File: src/rtl/machine_mode_types_1_11_pkg.sv
// ---------------------------------------------------------------------------
// machine_mode_types_1_11_pkg
// Shared types and constants for the machine-mode trap controller:
//   - exception cause codes (mcause values with bit 31 clear)
//   - interrupt cause enum (mcause values with bit 31 set)
//   - trap sequencer state enum
//   - helpers for the extension-cause port width and the mtval selection
// ---------------------------------------------------------------------------
package machine_mode_types_1_11_pkg;

   // Synchronous exception codes
   localparam logic [4:0] EXC_MAL_INSN   = 5'd0;
   localparam logic [4:0] EXC_FAULT_INSN = 5'd1;
   localparam logic [4:0] EXC_ILLEGAL    = 5'd2;
   localparam logic [4:0] EXC_BREAKPOINT = 5'd3;
   localparam logic [4:0] EXC_MAL_L      = 5'd4;
   localparam logic [4:0] EXC_FAULT_L    = 5'd5;
   localparam logic [4:0] EXC_MAL_S      = 5'd6;
   localparam logic [4:0] EXC_FAULT_S    = 5'd7;
   localparam logic [4:0] EXC_ENV_M      = 5'd11;

   // Machine-level interrupt codes
   typedef enum logic [4:0] {
      IRQ_SOFT  = 5'd3,
      IRQ_TIMER = 5'd7,
      IRQ_EXT   = 5'd11
   } irq_cause_e;

   // Trap / return sequencer states
   typedef enum logic [2:0] {
      ST_IDLE       = 3'd0,
      ST_DRAIN      = 3'd1,
      ST_COMMIT     = 3'd2,
      ST_REDIRECT   = 3'd3,
      ST_RET_DRAIN  = 3'd4,
      ST_RET_COMMIT = 3'd5
   } trap_state_e;

   // Width of the extension index; a single extension still needs one bit
   function automatic int rmgmt_cause_w(input int n);
      if (n > 1) begin
         return $clog2(n);
      end else begin
         return 1;
      end
   endfunction

   // Address/instruction-related exceptions (0,1,2,4,5,6,7) report badaddr
   // in mtval; breakpoint, ecall, extensions and interrupts report zero.
   function automatic logic mtval_from_badaddr(input logic is_int,
                                               input logic [30:0] cause);
      logic w_hit;
      w_hit = 1'b0;
      if (!is_int && (cause < 31'd8) && (cause != 31'd3)) begin
         w_hit = 1'b1;
      end else begin
         w_hit = 1'b0;
      end
      return w_hit;
   endfunction

endpackage

File: src/rtl/prv_trap_prio.sv
// ---------------------------------------------------------------------------
// prv_trap_prio
// Combinational priority encoder for trap events.
// Ports:
//   exception flags (fault_insn .. env_m, ex_rmgmt + ex_rmgmt_cause) in
//   interrupt pending lines and enables (timer/soft/ext, mstatus_mie, mie_*) in
//   valid  out  a trap-worthy event is present
//   is_int out  the winning event is an interrupt
//   cause  out  31-bit mcause code of the winning event
// Exceptions always beat interrupts; mret is handled by the sequencer.
// ---------------------------------------------------------------------------
module prv_trap_prio
   import machine_mode_types_1_11_pkg::*;
#(
   parameter int NUM_EXTENSIONS   = 1,
   parameter int RMGMT_CAUSE_BASE = 24
) (
   input  logic                                     fault_insn,
   input  logic                                     mal_insn,
   input  logic                                     illegal_insn,
   input  logic                                     fault_l,
   input  logic                                     mal_l,
   input  logic                                     fault_s,
   input  logic                                     mal_s,
   input  logic                                     breakpoint,
   input  logic                                     env_m,
   input  logic                                     ex_rmgmt,
   input  logic [rmgmt_cause_w(NUM_EXTENSIONS)-1:0] ex_rmgmt_cause,
   input  logic                                     timer_int,
   input  logic                                     soft_int,
   input  logic                                     ext_int,
   input  logic                                     mstatus_mie,
   input  logic                                     mie_mtie,
   input  logic                                     mie_msie,
   input  logic                                     mie_meie,
   output logic                                     valid,
   output logic                                     is_int,
   output logic [30:0]                              cause
);

   logic w_ext_en;
   logic w_soft_en;
   logic w_timer_en;

   assign w_ext_en   = mstatus_mie & mie_meie & ext_int;
   assign w_soft_en  = mstatus_mie & mie_msie & soft_int;
   assign w_timer_en = mstatus_mie & mie_mtie & timer_int;

   // Fixed-priority selection: exceptions in architectural order, then interrupts
   always_comb begin
      valid  = 1'b1;
      is_int = 1'b0;
      cause  = 31'd0;
      if (breakpoint) begin
         cause = {26'd0, EXC_BREAKPOINT};
      end else if (fault_insn) begin
         cause = {26'd0, EXC_FAULT_INSN};
      end else if (mal_insn) begin
         cause = {26'd0, EXC_MAL_INSN};
      end else if (illegal_insn) begin
         cause = {26'd0, EXC_ILLEGAL};
      end else if (env_m) begin
         cause = {26'd0, EXC_ENV_M};
      end else if (mal_s) begin
         cause = {26'd0, EXC_MAL_S};
      end else if (mal_l) begin
         cause = {26'd0, EXC_MAL_L};
      end else if (fault_s) begin
         cause = {26'd0, EXC_FAULT_S};
      end else if (fault_l) begin
         cause = {26'd0, EXC_FAULT_L};
      end else if (ex_rmgmt) begin
         cause = 31'(RMGMT_CAUSE_BASE) + 31'(ex_rmgmt_cause);
      end else if (w_ext_en) begin
         is_int = 1'b1;
         cause  = {26'd0, IRQ_EXT};
      end else if (w_soft_en) begin
         is_int = 1'b1;
         cause  = {26'd0, IRQ_SOFT};
      end else if (w_timer_en) begin
         is_int = 1'b1;
         cause  = {26'd0, IRQ_TIMER};
      end else begin
         valid  = 1'b0;
      end
   end

endmodule

File: src/rtl/prv_trap_ctrl.sv
// ---------------------------------------------------------------------------
// prv_trap_ctrl
// Trap / mret sequencer on the privilege side of the pipeline handshake.
// An event accepted in IDLE is latched, the pipeline is drained, the CSR
// file is written (trap) or mstatus is restored (mret), and fetch is
// redirected through insert_pc/priv_pc.
// Ports:
//   CLK, RST                 clock, synchronous active-high reset
//   exception flags, ex_rmgmt(_cause), ret, pipe_clear   hazard unit inputs
//   epc, badaddr             PC / faulting address of the trapping insn
//   timer/soft/ext_int, mstatus_mie, mie_*   interrupt lines and enables
//   mtvec, mepc_r            current CSR values
//   insert_pc, priv_pc       fetch redirect
//   intr                     sequence in progress (pipeline flush/stall)
//   csr_trap_we, csr_ret_we  CSR update strobes
//   mepc/mcause/mtval_wdata  values written with csr_trap_we
// All outputs come straight from registers.
// ---------------------------------------------------------------------------
module prv_trap_ctrl
   import machine_mode_types_1_11_pkg::*;
#(
   parameter int NUM_EXTENSIONS   = 1,
   parameter int RMGMT_CAUSE_BASE = 24
) (
   input  logic                                     CLK,
   input  logic                                     RST,
   input  logic                                     fault_insn,
   input  logic                                     mal_insn,
   input  logic                                     illegal_insn,
   input  logic                                     fault_l,
   input  logic                                     mal_l,
   input  logic                                     fault_s,
   input  logic                                     mal_s,
   input  logic                                     breakpoint,
   input  logic                                     env_m,
   input  logic                                     ex_rmgmt,
   input  logic [rmgmt_cause_w(NUM_EXTENSIONS)-1:0] ex_rmgmt_cause,
   input  logic                                     ret,
   input  logic                                     pipe_clear,
   input  logic [31:0]                              epc,
   input  logic [31:0]                              badaddr,
   input  logic                                     timer_int,
   input  logic                                     soft_int,
   input  logic                                     ext_int,
   input  logic                                     mstatus_mie,
   input  logic                                     mie_mtie,
   input  logic                                     mie_msie,
   input  logic                                     mie_meie,
   input  logic [31:0]                              mtvec,
   input  logic [31:0]                              mepc_r,
   output logic                                     insert_pc,
   output logic [31:0]                              priv_pc,
   output logic                                     intr,
   output logic                                     csr_trap_we,
   output logic                                     csr_ret_we,
   output logic [31:0]                              mepc_wdata,
   output logic [31:0]                              mcause_wdata,
   output logic [31:0]                              mtval_wdata
);

   logic        w_valid;
   logic        w_is_int;
   logic [30:0] w_cause;

   trap_state_e r_state;
   trap_state_e w_next;
   logic        w_latch;
   logic [31:0] w_next_pc;
   logic [31:0] w_base;

   logic        r_is_int;
   logic [30:0] r_cause;
   logic [31:0] r_epc;
   logic [31:0] r_mtval;
   logic        r_insert_pc;
   logic [31:0] r_priv_pc;
   logic        r_intr;
   logic        r_trap_we;
   logic        r_ret_we;

   prv_trap_prio #(
      .NUM_EXTENSIONS   (NUM_EXTENSIONS),
      .RMGMT_CAUSE_BASE (RMGMT_CAUSE_BASE)
   ) u_prio (
      .fault_insn     (fault_insn),
      .mal_insn       (mal_insn),
      .illegal_insn   (illegal_insn),
      .fault_l        (fault_l),
      .mal_l          (mal_l),
      .fault_s        (fault_s),
      .mal_s          (mal_s),
      .breakpoint     (breakpoint),
      .env_m          (env_m),
      .ex_rmgmt       (ex_rmgmt),
      .ex_rmgmt_cause (ex_rmgmt_cause),
      .timer_int      (timer_int),
      .soft_int       (soft_int),
      .ext_int        (ext_int),
      .mstatus_mie    (mstatus_mie),
      .mie_mtie       (mie_mtie),
      .mie_msie       (mie_msie),
      .mie_meie       (mie_meie),
      .valid          (w_valid),
      .is_int         (w_is_int),
      .cause          (w_cause)
   );

   assign w_base = {mtvec[31:2], 2'b00};

   // Next-state logic; events are only looked at in IDLE, so the latched
   // event is frozen for the rest of the sequence.
   always_comb begin
      w_next  = r_state;
      w_latch = 1'b0;
      case (r_state)
         ST_IDLE: begin
            if (w_valid) begin
               w_next  = ST_DRAIN;
               w_latch = 1'b1;
            end else if (ret) begin
               w_next  = ST_RET_DRAIN;
            end else begin
               w_next  = ST_IDLE;
            end
         end
         ST_DRAIN: begin
            if (pipe_clear) begin
               w_next = ST_COMMIT;
            end else begin
               w_next = ST_DRAIN;
            end
         end
         ST_COMMIT:   w_next = ST_REDIRECT;
         ST_REDIRECT: w_next = ST_IDLE;
         ST_RET_DRAIN: begin
            if (pipe_clear) begin
               w_next = ST_RET_COMMIT;
            end else begin
               w_next = ST_RET_DRAIN;
            end
         end
         ST_RET_COMMIT: w_next = ST_IDLE;
         default:       w_next = ST_IDLE;
      endcase
   end

   // Redirect target for the coming cycle; vectored mode only applies to interrupts
   always_comb begin
      w_next_pc = 32'd0;
      case (w_next)
         ST_REDIRECT: begin
            if ((mtvec[1:0] == 2'b01) && r_is_int) begin
               w_next_pc = w_base + {25'd0, r_cause[4:0], 2'b00};
            end else begin
               w_next_pc = w_base;
            end
         end
         ST_RET_COMMIT: w_next_pc = mepc_r;
         default:       w_next_pc = 32'd0;
      endcase
   end

   // State, registered outputs and event latches
   always_ff @(posedge CLK) begin
      if (RST) begin
         r_state     <= ST_IDLE;
         r_is_int    <= 1'b0;
         r_cause     <= 31'd0;
         r_epc       <= 32'd0;
         r_mtval     <= 32'd0;
         r_insert_pc <= 1'b0;
         r_priv_pc   <= 32'd0;
         r_intr      <= 1'b0;
         r_trap_we   <= 1'b0;
         r_ret_we    <= 1'b0;
      end else begin
         r_state     <= w_next;
         r_intr      <= (w_next != ST_IDLE);
         r_trap_we   <= (w_next == ST_COMMIT);
         r_ret_we    <= (w_next == ST_RET_COMMIT);
         r_insert_pc <= (w_next == ST_REDIRECT) || (w_next == ST_RET_COMMIT);
         r_priv_pc   <= w_next_pc;
         if (w_latch) begin
            r_is_int <= w_is_int;
            r_cause  <= w_cause;
            r_epc    <= epc;
            r_mtval  <= mtval_from_badaddr(w_is_int, w_cause) ? badaddr : 32'd0;
         end else begin
            r_is_int <= r_is_int;
            r_cause  <= r_cause;
            r_epc    <= r_epc;
            r_mtval  <= r_mtval;
         end
      end
   end

   assign insert_pc    = r_insert_pc;
   assign priv_pc      = r_priv_pc;
   assign intr         = r_intr;
   assign csr_trap_we  = r_trap_we;
   assign csr_ret_we   = r_ret_we;
   assign mepc_wdata   = {r_epc[31:2], 2'b00};
   assign mcause_wdata = {r_is_int, r_cause};
   assign mtval_wdata  = r_mtval;

endmodule
File: config.mk
export PLATFORM = sky130hd
export DESIGN_NAME = prv_trap_ctrl
export DESIGN_NICKNAME = d
export VERILOG_FILES = /design/src/rtl/machine_mode_types_1_11_pkg.sv /design/src/rtl/prv_trap_prio.sv /design/src/rtl/prv_trap_ctrl.sv
export SDC_FILE = /design/constraint.sdc
export NUM_CORES = 1
export LEC_CHECK = 0
export ABC_AREA = 1
export CAP_MARGIN = 20
export CELL_PAD_IN_SITES_DETAIL_PLACEMENT = 0
export CELL_PAD_IN_SITES_GLOBAL_PLACEMENT = 1
export CORE_MARGIN = 8
export CORE_UTILIZATION = 27
export DETAILED_ROUTE_END_ITERATION = 10
export GPL_ROUTABILITY_DRIVEN = 0
export PLACE_DENSITY_LB_ADDON = 0.1
export SLEW_MARGIN = 20
export SYNTH_ARGS = -nofsm -noshare
export SYNTH_HDL_FRONTEND = slang
export SYNTH_SLANG_ARGS = --single-unit
export TNS_END_PERCENT = 30
File: constraint.sdc
create_clock -name CLK -period 2.8 [get_ports CLK]
set_input_delay 0.28 -clock CLK [delete_from_list [all_inputs] [get_ports CLK]]
set_output_delay 0.28 -clock CLK [all_outputs]
set_load 0.03 [all_outputs]
# Word level (Yosys, flattened, before mapping)

Index checks and enable logic that the tools add are counted.

Eq/ne operators: 8
Bitwise logic cells: 6
Add/subtract/negate cells: 2
Reductions and logical operators: 7
Multiply operators: 0
Order comparisons: 1
Shift-type cells: 0
Multiplexer cells: 49
Div/mod/pow operators: 0

Operator list:

| operator                                               | number |
|---|---|
| 2-to-1 mux 31 bit                                      | 12 |
| 2-to-1 mux 32 bit                                      | 2 |
| case mux 32 bit (2 select lines)                       | 1 |
| adder 32 x 7 -> 32 bit                                 | 1 |
| < comparator 31 x 4 -> 1 bit, second input constant    | 1 |
| inequality test 31 x 2 -> 1 bit, second input constant | 1 |
| 2-to-1 mux 1 bit                                       | 29 |
| case mux 3 bit (4 select lines)                        | 1 |
| equality test 3 x 2 -> 1 bit, second input constant    | 3 |
| 2-to-1 mux 3 bit                                       | 3 |
| adder 5 x 1 -> 6 bit, first input constant             | 1 |
| AND 1 bit                                              | 6 |
| equality test 3 bit, second input constant             | 2 |
| equality test 3 x 1 -> 1 bit, second input constant    | 1 |
| logical AND 1 bit                                      | 3 |
| zero test 3 bit                                        | 1 |
| nonzero test 3 bit                                     | 1 |
| equality test 2 x 1 -> 1 bit, second input constant    | 1 |
| 2-to-1 mux 2 bit                                       | 1 |
| zero test 1 bit                                        | 1 |
| logical OR 1 bit                                       | 1 |

Latch bits: 0
Memories: 0
Register bits: 135
Output and inout port bits: 132
Memory bits (writable): 0
Bits in read-only memories: 0
Input port bits: 150

# Longest topological paths before layout

Gate-level depths: netlist of run 1.

Word-level depth: 22
Mapped depth: 16
Gate-level depth less buffers: 16

# Cells and area by module

Synthesis of run 1 repeated with hierarchy kept, for this count alone.

Cell total of the unflattened synthesis: 876
Area, all modules: 6244.7 um^2

By module, submodules not included:

| module        | area an instance (um^2) | seq. area each (um^2) | times used | cells an instance |
|---|---|---|---|---|
| prv_trap_ctrl | 5824.3                  | 2662.6                | 1          | 804 |
| prv_trap_prio | 420.4                   | 0.0                   | 1          | 72 |

# Worst setup path before layout of run 1

Ideal clock, no wire load.

Path kind: register -> register
Start: reg r_cause[0]
End: reg r_priv_pc[24], in the netlist priv_pc[24]
Setup time: 0.113 ns
Arrival: 2.194 ns
Path buffers: 0
Stages on the path, launching flop included: 16
Path slack: 0.493 ns
Cells stage by stage: dfxtp_1 > ha_1 > inv_1 > fa_1 > inv_1 > nand3_1 > nand2_1 > nand2_2 > a21oi_4 > nand2_4 > nor2_4 > nand2_4 > nor2_8 > nand3_1 > nand3_1 > nand2_1

Longest elaborated chain between the ends: 3

Ends and longest elaborated chain:

| item                             | RTL line             | source |
|---|---|---|
| start: declaration               | prv_trap_ctrl.sv:72  | `logic [30:0] r_cause;` |
| start signal: assignment         | prv_trap_ctrl.sv:185 | `r_cause <= w_cause;` |
| start signal: assignment         | prv_trap_ctrl.sv:190 | `r_cause <= r_cause;` |
| adder 32 x 7 -> 32 bit           | prv_trap_ctrl.sv:153 | `w_next_pc = w_base + {25'd0, r_cause[4:0], 2'b00};` |
| 2-to-1 mux 32 bit                | prv_trap_ctrl.sv:152 | `if ((mtvec[1:0] == 2'b01) && r_is_int) begin` |
| case mux 32 bit (2 select lines) | prv_trap_ctrl.sv:150 | `case (w_next)` |
| end signal: assignment           | prv_trap_ctrl.sv:182 | `r_priv_pc <= w_next_pc;` |
| end: declaration                 | prv_trap_ctrl.sv:76  | `logic [31:0] r_priv_pc;` |

Every way passes these cells.
A chain may end at the register's enable or synchronous reset.

# Final worst setup path of run 1

Start: in mtvec[2]
End: reg r_priv_pc[18], in the netlist priv_pc[18]

Longest elaborated chain between the ends: 3

Ends and longest elaborated chain:

| item                             | RTL line             | source |
|---|---|---|
| start: declaration               | prv_trap_ctrl.sv:49  | `input logic [31:0] mtvec,` |
| adder 32 x 7 -> 32 bit           | prv_trap_ctrl.sv:153 |  |
| 2-to-1 mux 32 bit                | prv_trap_ctrl.sv:152 |  |
| case mux 32 bit (2 select lines) | prv_trap_ctrl.sv:150 |  |

Every way passes these cells.

==> results.md, run 1 <==
* Status: finished clean
* Combinational share of power at between 30% and 40%
* Yosys reg bits at 107
* Via count at 5277
* Worst-path clk slew at roughly 0.070 ns
* Net Sw Frac at roughly 34%
* Die width at 155 um
* TritonCTS Buffers at 9
* Mean area per synthesized cell at 7.31 um^2
* FILL cells at between 1500 and 2000
* Post-synth EDFFs at 0
* Reg2Reg Capture Point: priv_pc[18]
* First-pass GRT wire length at between 20000 and 30000 um
* Final setup violation count at 0
* Initial antenna violation count at 1
* Vias in the first global route at 5365
* Post-synth ARST share at 0%
* Worst Hold Path Cells at 3
* Area of the multi-input gates at 0.00254 mm^2
* Count of cell types in the netlist at 45
* Clk pwr share at 28.7%
* Finished Cell Area at 0.00810 mm^2
* Worst endpoint required time at 3.04 ns
* Seq/Total Area, Yosys at around 41%
* Worst setup EP type: register
* Static Leakage at around 3.4 nW
* Avg Vias per Cell at 4.36
* R2R cell count at 15
* Number of I/O port buffers at roughly 250
* Final WL at 19100 um
* Core area at 0.0188 mm^2
* Share of post-route cells with drive strength above 1 at 5.26%
* Overflow after GRT at 0
* Hold Crit Start: mepc_r[31]
* RSZ-0062 raised after global routing: false
* Die height at 155 um
* Die area at ~0.024 mm^2
* Fin crit period at roughly 2.4 ns
* Worst-Skew Late Latency at 0.35 ns
* Max IR drop VDD at 0.273 mV
* Clock Tree Buf Depth at 2
* Sequential power share at 40.5%
* GRT Total Usage at 15.7%
* Fmax at 0.425 GHz
* Nets at around 1100
* Top Ports at 282
* Placement Rows at 50
* H-tree depth at 3
* Root Driver: clkbuf_16
* Area of placed instances at 0.00782 mm^2
* Sink of the worst hold path: priv_pc[31]
* Avg WL per Cell at 15.8 um
* Post CTS Setup Buffer Count at 0
* Internal cell power at roughly 0.0028 W
* WS Path Type: in -> reg
* Drt first-iter violations at 236
* Post-synth top flop: dfxtp_1
* Sw Pwr at approximately 0.0014 W
* Post-detail-place hpwl at about 15000 um
* Largest net degree at the start of global routing at 101
* Min-Delay Path Class: in -> reg
* Crit path DAT at approximately 2.6 ns
* Crit path max fanout at 5
* R2R setup slack at 0.48 ns
* Netlist Area Pre-Place at 0.00521 mm^2
* Starting Density at 27.7%
* Reg area at 0.00214 mm^2
* Max-cap violations at 0
* Endpoints failing hold at 0
* CTS tree: yes
* Setup TNS at 0 ns
* Pwr Density at approximately 530 mW/mm^2
* Hold buffer count at cts at 0
* Final Max Tran Viols at 0
* Area grow syn2layout at 55.5%
* Worst reg2reg startpoint: r_cause[0]
* Post-DRT Antenna Nets at 0
* Num Clock Sinks at roughly 110
* Cts repair resizes at 0
* Yosys warns at 0
* Startpoint types: input port
* Period utilization at 84.1%
* DRC viols at 0
* Synth Instances at 712
* Max Clock Skew at between 0.007 and 0.008 ns
* Diode count at 0
* DR pass1 iterations at 4
-- layout by cell type (no fill, tap or decap), types with 10 or more instances in the layout --
cell	count
clkdlybuf4s50_1	251
nand2_1	115
conb_1	28
nor2_1	98
nor3_1	10
a21oi_1	45
nand3_1	66
dfxtp_1	107
o21ai_0	50
inv_1	51
o21ai_1	32
-- cell families after synthesis --
family                     share of synthesized area, %
other                                            0.0720
DFF                                                41.1
buffers and inverters                              12.1
adders and majority gates                          1.59
AOI/OAI and AO/OA                                  15.7
and+or+nand+nor                                    28.0
xor gates and xnor gates                           1.51
-- registers in the layout, indices dropped and copies added (netlist names) --
register and flops:
priv_pc 32, mtval_wdata 32, csr_ret_we 1, insert_pc 1, r_is_int 1, r_cause 5, csr_trap_we 1, r_epc 30
r_state 3, intr 1
-- metrics by stage --
step                      setup slack (ns)  hold WS [ns]  std cells  util [%]  power (W)
after detailed placement            0.0793         0.473       1195      41.5    0.00310
after floorplan                      0.493         0.377        739         -    0.00252
final                                0.446         0.476       1210      43.0    0.00428
after CTS                            0.459         0.453       1210      43.0    0.00435
after global placement              0.0888         0.462       1195      41.5    0.00310
after global routing                 0.271         0.460       1210      43.0    0.00451
-- worst max-delay path: stages --
cell	delay, ns
clkdlybuf4s50_1	0.48
ha_1	0.17
inv_1	0.05
fa_1	0.37
inv_1	0.11
nand3_1	0.07
nand2_1	0.11
nand2_2	0.09
a21oi_4	0.18
nand2_4	0.08
nor2_4	0.15
nand2_4	0.10
nor2_8	0.13
nand2_1	0.06
o211ai_1	0.09
nand2_1	0.06
-- cells in the mapped netlist, drive strengths merged, types with 2 or more instances --
| library cell | count | area (um^2) |
|---|---|---|
| buf | 48 | 347 |
| clkbuf | 15 | 67.6 |
| nor2 | 106 | 444 |
| o21ai | 82 | 410 |
| a41oi | 2 | 17.5 |
| nand4 | 9 | 62.6 |
| dfxtp | 107 | 2140 |
| a21oi | 48 | 267 |
| ha | 5 | 62.6 |
| nand2 | 122 | 490 |
| xor2 | 6 | 52.6 |
| a22o | 7 | 61.3 |
| nor3 | 12 | 76.3 |
| inv | 55 | 206 |
| xnor2 | 3 | 26.3 |
| clkinv | 2 | 7.51 |
| o31ai | 2 | 15.0 |
| o211ai | 3 | 22.5 |
| nand3b | 3 | 22.5 |
| nand3 | 67 | 340 |
-- area by class of cell --
| cell class | instances | area share, % |
|---|---|---|
| clock buffer | 9 | 2.78 |
| clock inverter | 6 | 0.618 |
| inverter | 57 | 2.64 |
| multi-input combinational | 512 | 31.4 |
| sequential | 107 | 26.5 |
| tap | 260 | 4.02 |
| timing repair buffer | 259 | 32.1 |
-- power by group through the flow --
stage,combinational (W),clock (W),sequential [W]
2_1_floorplan,0.000486,0,0.00203
3_3_place_gp,0.00134,0,0.00176
3_5_place_dp,0.00133,0,0.00177
4_1_cts,0.00133,0.00128,0.00173
5_1_grt,0.00143,0.00133,0.00175
6_report,0.00132,0.00123,0.00173
-- how the worst max path moves through the flow --
| stage | cells after the start | start | slack (ns) | endpoint |
|---|---|---|---|---|
| 6_report | 16 | mtvec[2] | 0.45 | priv_pc[18] |
| 5_1_grt | 15 | r_cause[0] | 0.27 | priv_pc[24] |
| 4_1_cts | 16 | mtvec[2] | 0.46 | priv_pc[18] |
| 3_5_place_dp | 16 | mtvec[2] | 0.08 | priv_pc[18] |
| 3_3_place_gp | 16 | mtvec[2] | 0.09 | priv_pc[24] |
| 2_1_floorplan | 15 | r_cause[0] | 0.49 | priv_pc[24] |
-- per-layer routing --
| layer | up-vias | GRT usage (%) | wire length, um |
|---|---|---|---|
| li1 | 2757 | - | - |
| met1 | 2339 | 18.4 | 8150 |
| met2 | 163 | 26.6 | 9080 |
| met3 | 16 | 5.29 | 1620 |
| met4 | 2 | 4.29 | 246 |
| met5 | - | 0 | 18 |
Power figures use the tool's default switching activity.
==> run 2, diff against run 1 <==
CORE_UTILIZATION = 24   (was 27)
clock period = 1.95 ns   (was 2.8 ns; I/O delays follow)
==> run 2 against run 1 <==
The run now ends with negative setup slack left. Sequential share of layout area shrank 2.0 points. Power rose by 49%. Die area increased by 11%. Clock power increased by 46%. Global-route usage is 0.72 points lower. Cell count up 7.4%. First-iteration DRC count is 28% lower. Sequential cell count is the same. Critical path depth fell by 1. Combinational power rose by 58%. Largest power group unchanged. Highest routed layer unchanged.
==> results.md, run 2 (synthesized netlist as in run 1, its figures left out) <==
* Period utilization at 107%
* Final Max Tran Viols at 0
* Drt first-iter violations at 169
* Crit path DAT at 2.33 ns
* Endpoints failing hold at 0
* Top Ports at roughly 280
* Num Clock Sinks at roughly 110
* Core area at 0.0216 mm^2
* Starting Density at 24.2%
* H-tree depth at 3
* Post-detail-place hpwl at 15700 um
* Hold buffer count at cts at 0
* Min-Delay Path Class: in -> reg
* Die width at 163 um
* Area of placed instances at ~0.0084 mm^2
* Status: finished, violations left
* Crit path from: r_cause[0]
* Worst setup EP type: register
* Static Leakage at about 3.8 nW
* Die area at 0.0267 mm^2
* Placement Rows at 54
* RSZ-0062 raised after global routing: true
* Final setup margin at -0.131 ns
* Avg Vias per Cell at 4.24
* CTS tree: yes
* Initial antenna violation count at 1
* Max-cap violations at 0
* First-pass GRT wire length at 31500 um
* Diode count at 0
* Reg2Reg Capture Point: priv_pc[26]
* Max IR drop VDD at about 0.43 mV
* R2R setup slack at -0.13 ns
* Vias in the first global route at 5721
* Avg WL per Cell at 15.5 um
* WS Path Type: reg -> reg
* Nets at 1171
* Number of I/O port buffers at around 250
* Via count at ~5500
* Startpoint types: register
* Failing checks: negative setup slack
* Crit path to: priv_pc[26]
* Total power at 0.00636 W
* Root Driver: clkbuf_16
* Fmax at 0.480 GHz
* Area grow syn2layout at 68.5%
* Fin crit period at 2.08 ns
* Worst-Skew Late Latency at 0.36 ns
* Die height at 163 um
* R2R cell count at 15
* Crit path max fanout at 5
* Worst endpoint required time at approximately 2.2 ns
* Largest net degree at the start of global routing at 47
* Most frequent cells in the layout: clkdlybuf4s50_1, nand2_1, dfxtp_1, nor2_1, buf_4
* Final setup violation count at 8
* Worst-path clk slew at 0.08 ns
* Worst reg2reg startpoint: r_cause[0]
* TritonCTS Buffers at 9
* Post-DRT Antenna Nets at 0
* Most common cell after layout, fill and taps aside: clkdlybuf4s50_1
* Clock Tree Buf Depth at 2
* Finished Cell Area at 0.00878 mm^2
* Pwr Density at approximately 720 mW/mm^2
* Final WL at 20100 um
* GRT Total Usage at 14.9%
* DRC viols at 0
* DR pass1 iterations at 4
* Overflow after GRT at 0
* Max Clock Skew at 0.00885 ns
* Share of post-route cells with drive strength above 1 at between 10% and 20%
[run 2: metrics by stage]
stage / cells / hold WS (ns) / TNS, ns / utilization, % / setup WS, ns
floorplan: 739 / 0.292 / -0.691 / - / -0.125
global placement: 1274 / 0.462 / -11.40 / 38.8 / -0.589
detailed placement: 1274 / 0.469 / -11.65 / 38.8 / -0.606
CTS: 1294 / 0.353 / -0.784 / 40.4 / -0.131
global route: 1299 / 0.369 / -2.31 / 40.7 / -0.261
finish: 1299 / 0.362 / -0.670 / 40.7 / -0.131
[run 2: area by class of cell]
cell class | instances | area, um^2
Fill cell | 2281 | 12800
Timing Repair Buffer | 328 | 3170
Multi-Input combinational cell | 512 | 2620
Sequential cell | 107 | 2150
Tap cell | 280 | 350
Clock buffer | 9 | 225
Inverter | 57 | 214
Clock inverter | 6 | 51.3
[run 2: routing by layer]
| metal | track usage [%] | routed length (um) |
|---|---|---|
| met1 | 17.2 | 8390 |
| met2 | 25.1 | 9580 |
| met3 | 6.60 | 1980 |
| met4 | 3.42 | 168 |
| met5 | 0 | 13 |
[run 2: what timing repair did]
item | in CTS | in global routing
setup endpoints to repair | 15 | 21
pin swaps | 4 | 9
setup buffers | 5 | 5
resized for setup | 6 | 10
[run 2: worst min-delay path by stage]
stage	start	endpoint	cells after the start
finish	mtvec[2]	priv_pc[2]	4
floorplan	RST	priv_pc[21]	1
global placement	r_epc[28]	r_epc[28]	2
CTS	mtvec[2]	priv_pc[2]	4
global route	mepc_r[1]	priv_pc[1]	3
detailed placement	r_epc[25]	r_epc[25]	2
[run 2: power breakdown]
part	switching, W	total [W]	leakage (nW)	internal, W
Sequential	0.0000987	0.00249	0.881	0.00239
Clock	0.000910	0.00179	0.132	0.000878
Combinational	0.00115	0.00209	2.77	0.000939
[run 2: critical path, cell delays in order (launching register included)]
cell and delay (ns):
dfxtp_4 0.36, ha_4 0.12, inv_2 0.03, fa_2 0.34, inv_2 0.07, nand3_2 0.06, nand2_2 0.10, nand2_4 0.06
a21oi_4 0.20, nand2_4 0.08, nor2_4 0.13, nand2_4 0.10, nor2_8 0.13, nand3b_1 0.09, nand3_1 0.07, nand2_1 0.05
==> run 3, diff against run 2 <==
PLACE_DENSITY = 0.8   (was default)
PLACE_DENSITY_LB_ADDON = default   (was 0.1)
SKIP_LAST_GASP = 1   (was default)
==> run 3 against run 2 <==
The run still ends with negative setup slack left. Wire length down 0.95%. Maximum frequency up 1.9%. Critical path depth stayed put. Core utilization shrank 0.21 points. Sequential cell count did not move. Clock power is essentially flat. Die area stayed put. Sequential share of layout area up 0.13 points. Power is 0.33% higher. Global-route usage shrank 0.38 points. Clock-buffer cell count increased by 1. Largest power group unchanged. Sequential power about the same.
==> results.md, run 3 (synthesized netlist as in run 1, its figures left out) <==
* H-tree depth at 3
* Top Ports at ~280
* DRC viols at 0
* Startpoint types: register
* Period utilization at 105%
* Vias in the first global route at 5693
* Endpoints failing hold at 0
* DR pass1 iterations at 4
* Most common cell after layout, fill and taps aside: clkdlybuf4s50_1
* Hold Crit Start: mepc_r[1]
* Final Max Tran Viols at 0
* Starting Density at 24.2%
* Clk pwr share at 28.5%
* Num Clock Sinks at 107
* Post-detail-place hpwl at 15600 um
* TritonCTS Buffers at 9
* Nets at 1167
* Diode count at 0
* Avg WL per Cell at 15.4 um
* Core area at 0.0216 mm^2
* Max-cap violations at 0
* Initial antenna violation count at 0
* Drt first-iter violations at between 150 and 200
* Max IR drop VDD at 0.422 mV
* Sequential power share at 39.0%
* Reg2Reg Capture Point: priv_pc[24]
* Share of post-route cells with drive strength above 1 at 12.2%
* Crit path DAT at around 2.3 ns
* Worst Hold Path Cells at 3
* Die height at 163 um
* Internal cell power at 0.00424 W
* Post-placement cell count at 1276
* Fin crit period at 2.04 ns
* Die area at around 0.027 mm^2
* Worst-path clk slew at 0.08 ns
* Net Sw Frac at 33.6%
* Overflow after GRT at 0
* Area grow syn2layout at 67.6%
* Sink of the worst hold path: priv_pc[1]
* Area of placed instances at 0.00841 mm^2
* Worst setup EP type: register
* Root Driver: clkbuf_16
* Fmax at 0.490 GHz
* First-pass GRT wire length at between 30000 and 40000 um
* Non-Filler Instances at 1295
* Number of I/O port buffers at roughly 250
* Pwr Density at 731 mW/mm^2
* Largest net degree at the start of global routing at 53
* Die width at 163 um
* Post-DRT Antenna Nets at 0
* Static Leakage at 3.75 nW
* Final WL at ~20000 um
* RSZ-0062 raised after global routing: true
* Max Clock Skew at slightly below 0.01 ns
* Crit path max fanout at 5
* Status: finished, violations left
* Placement Rows at 54
* R2R cell count at 15
* Sw Pwr at 0.00214 W
* CTS tree: yes
* Min-Delay Path Class: in -> reg
* Clock Tree Buf Depth at 2
* Combinational share of power at 32.5%
* Final setup margin at -0.0927 ns
* Worst reg2reg startpoint: r_cause[0]
* Final setup violation count at 9
* WS Path Type: reg -> reg
* Failing checks: negative setup slack
* Via count at 5578
* Worst endpoint required time at 2.20 ns
* GRT Total Usage at 14.6%
* Final core utilization at 40.5%
* R2R setup slack at -0.09 ns
* Most frequent cells in the layout: clkdlybuf4s50_1, nand2_1, dfxtp_1, nor2_1, buf_4
* FILL cells at roughly 2200
* Avg Vias per Cell at between 4 and 5
* Worst-Skew Late Latency at 0.35 ns
* Finished Cell Area at 0.00873 mm^2
==> run 3: power by group through the flow <==
| stage | Clock [W] | Sequential [W] | Combinational, W |
|---|---|---|---|
| 2_1_floorplan | 0 | 0.00292 | 0.000705 |
| 3_3_place_gp | 0 | 0.00253 | 0.00208 |
| 3_5_place_dp | 0 | 0.00254 | 0.00208 |
| 4_1_cts | 0.00189 | 0.00249 | 0.00210 |
| 5_1_grt | 0.00197 | 0.00251 | 0.00225 |
| 6_report | 0.00182 | 0.00249 | 0.00208 |
==> run 3: routing by layer <==
layer | track usage [%] | up-vias | share of wire (%)
met5 | 0 | - | 0
met4 | 3.67 | 0 | 0.97
met3 | 5.97 | 11 | 11
met2 | 23.6 | 214 | 45
met1 | 17.6 | 2467 | 44
li1 | - | 2886 | -
==> run 3: worst max-delay path by stage <==
stage	start	end
2_1_floorplan	r_cause[0]	priv_pc[24]
3_3_place_gp	mtvec[2]	priv_pc[24]
3_5_place_dp	mtvec[2]	priv_pc[30]
4_1_cts	r_cause[0]	priv_pc[24]
5_1_grt	r_cause[0]	priv_pc[18]
6_report	r_cause[0]	priv_pc[24]
==> run 3: worst max-delay path, stage by stage (launching register included) <==
cell	delay (ns)
dfxtp_4	0.36
ha_4	0.12
inv_2	0.03
fa_2	0.34
inv_2	0.07
nand3_2	0.06
nand2_2	0.08
nand2_2	0.07
a21oi_4	0.19
nand2_4	0.08
nor2_4	0.12
nand2_4	0.10
nor2_8	0.12
nand3_1	0.08
nand3_1	0.09
nand2_1	0.05
==> run 3: area by class of cell <==
type	count	area (um^2)	area share, %
Sequential cell	107	2150	24.6
Clock buffer	10	239	2.74
Timing Repair Buffer	324	3160	36.2
Inverter	57	214	2.45
Clock inverter	5	46.3	0.530
Tap cell	280	350	4.01
Multi-Input combinational cell	512	2570	29.5
==> run 3: metrics by stage <==
step	hold WS [ns]	TNS (ns)	setup slack, ns	total power (W)
2_1_floorplan	0.292	-0.691	-0.125	0.00362
3_3_place_gp	0.460	-11.48	-0.551	0.00461
3_5_place_dp	0.472	-12.49	-0.590	0.00461
4_1_cts	0.346	-0.774	-0.118	0.00648
5_1_grt	0.374	-2.30	-0.242	0.00673
6_report	0.370	-0.564	-0.0927	0.00638
==> run 3: timing repair <==
action / 4_1_cts / 5_1_grt
setup buffers: 4 / 0
hold buffers: 0 / 0
endpoints found under the setup margin: 9 / 19
gates resized for setup: 2 / 1
pin swaps: 2 / 0
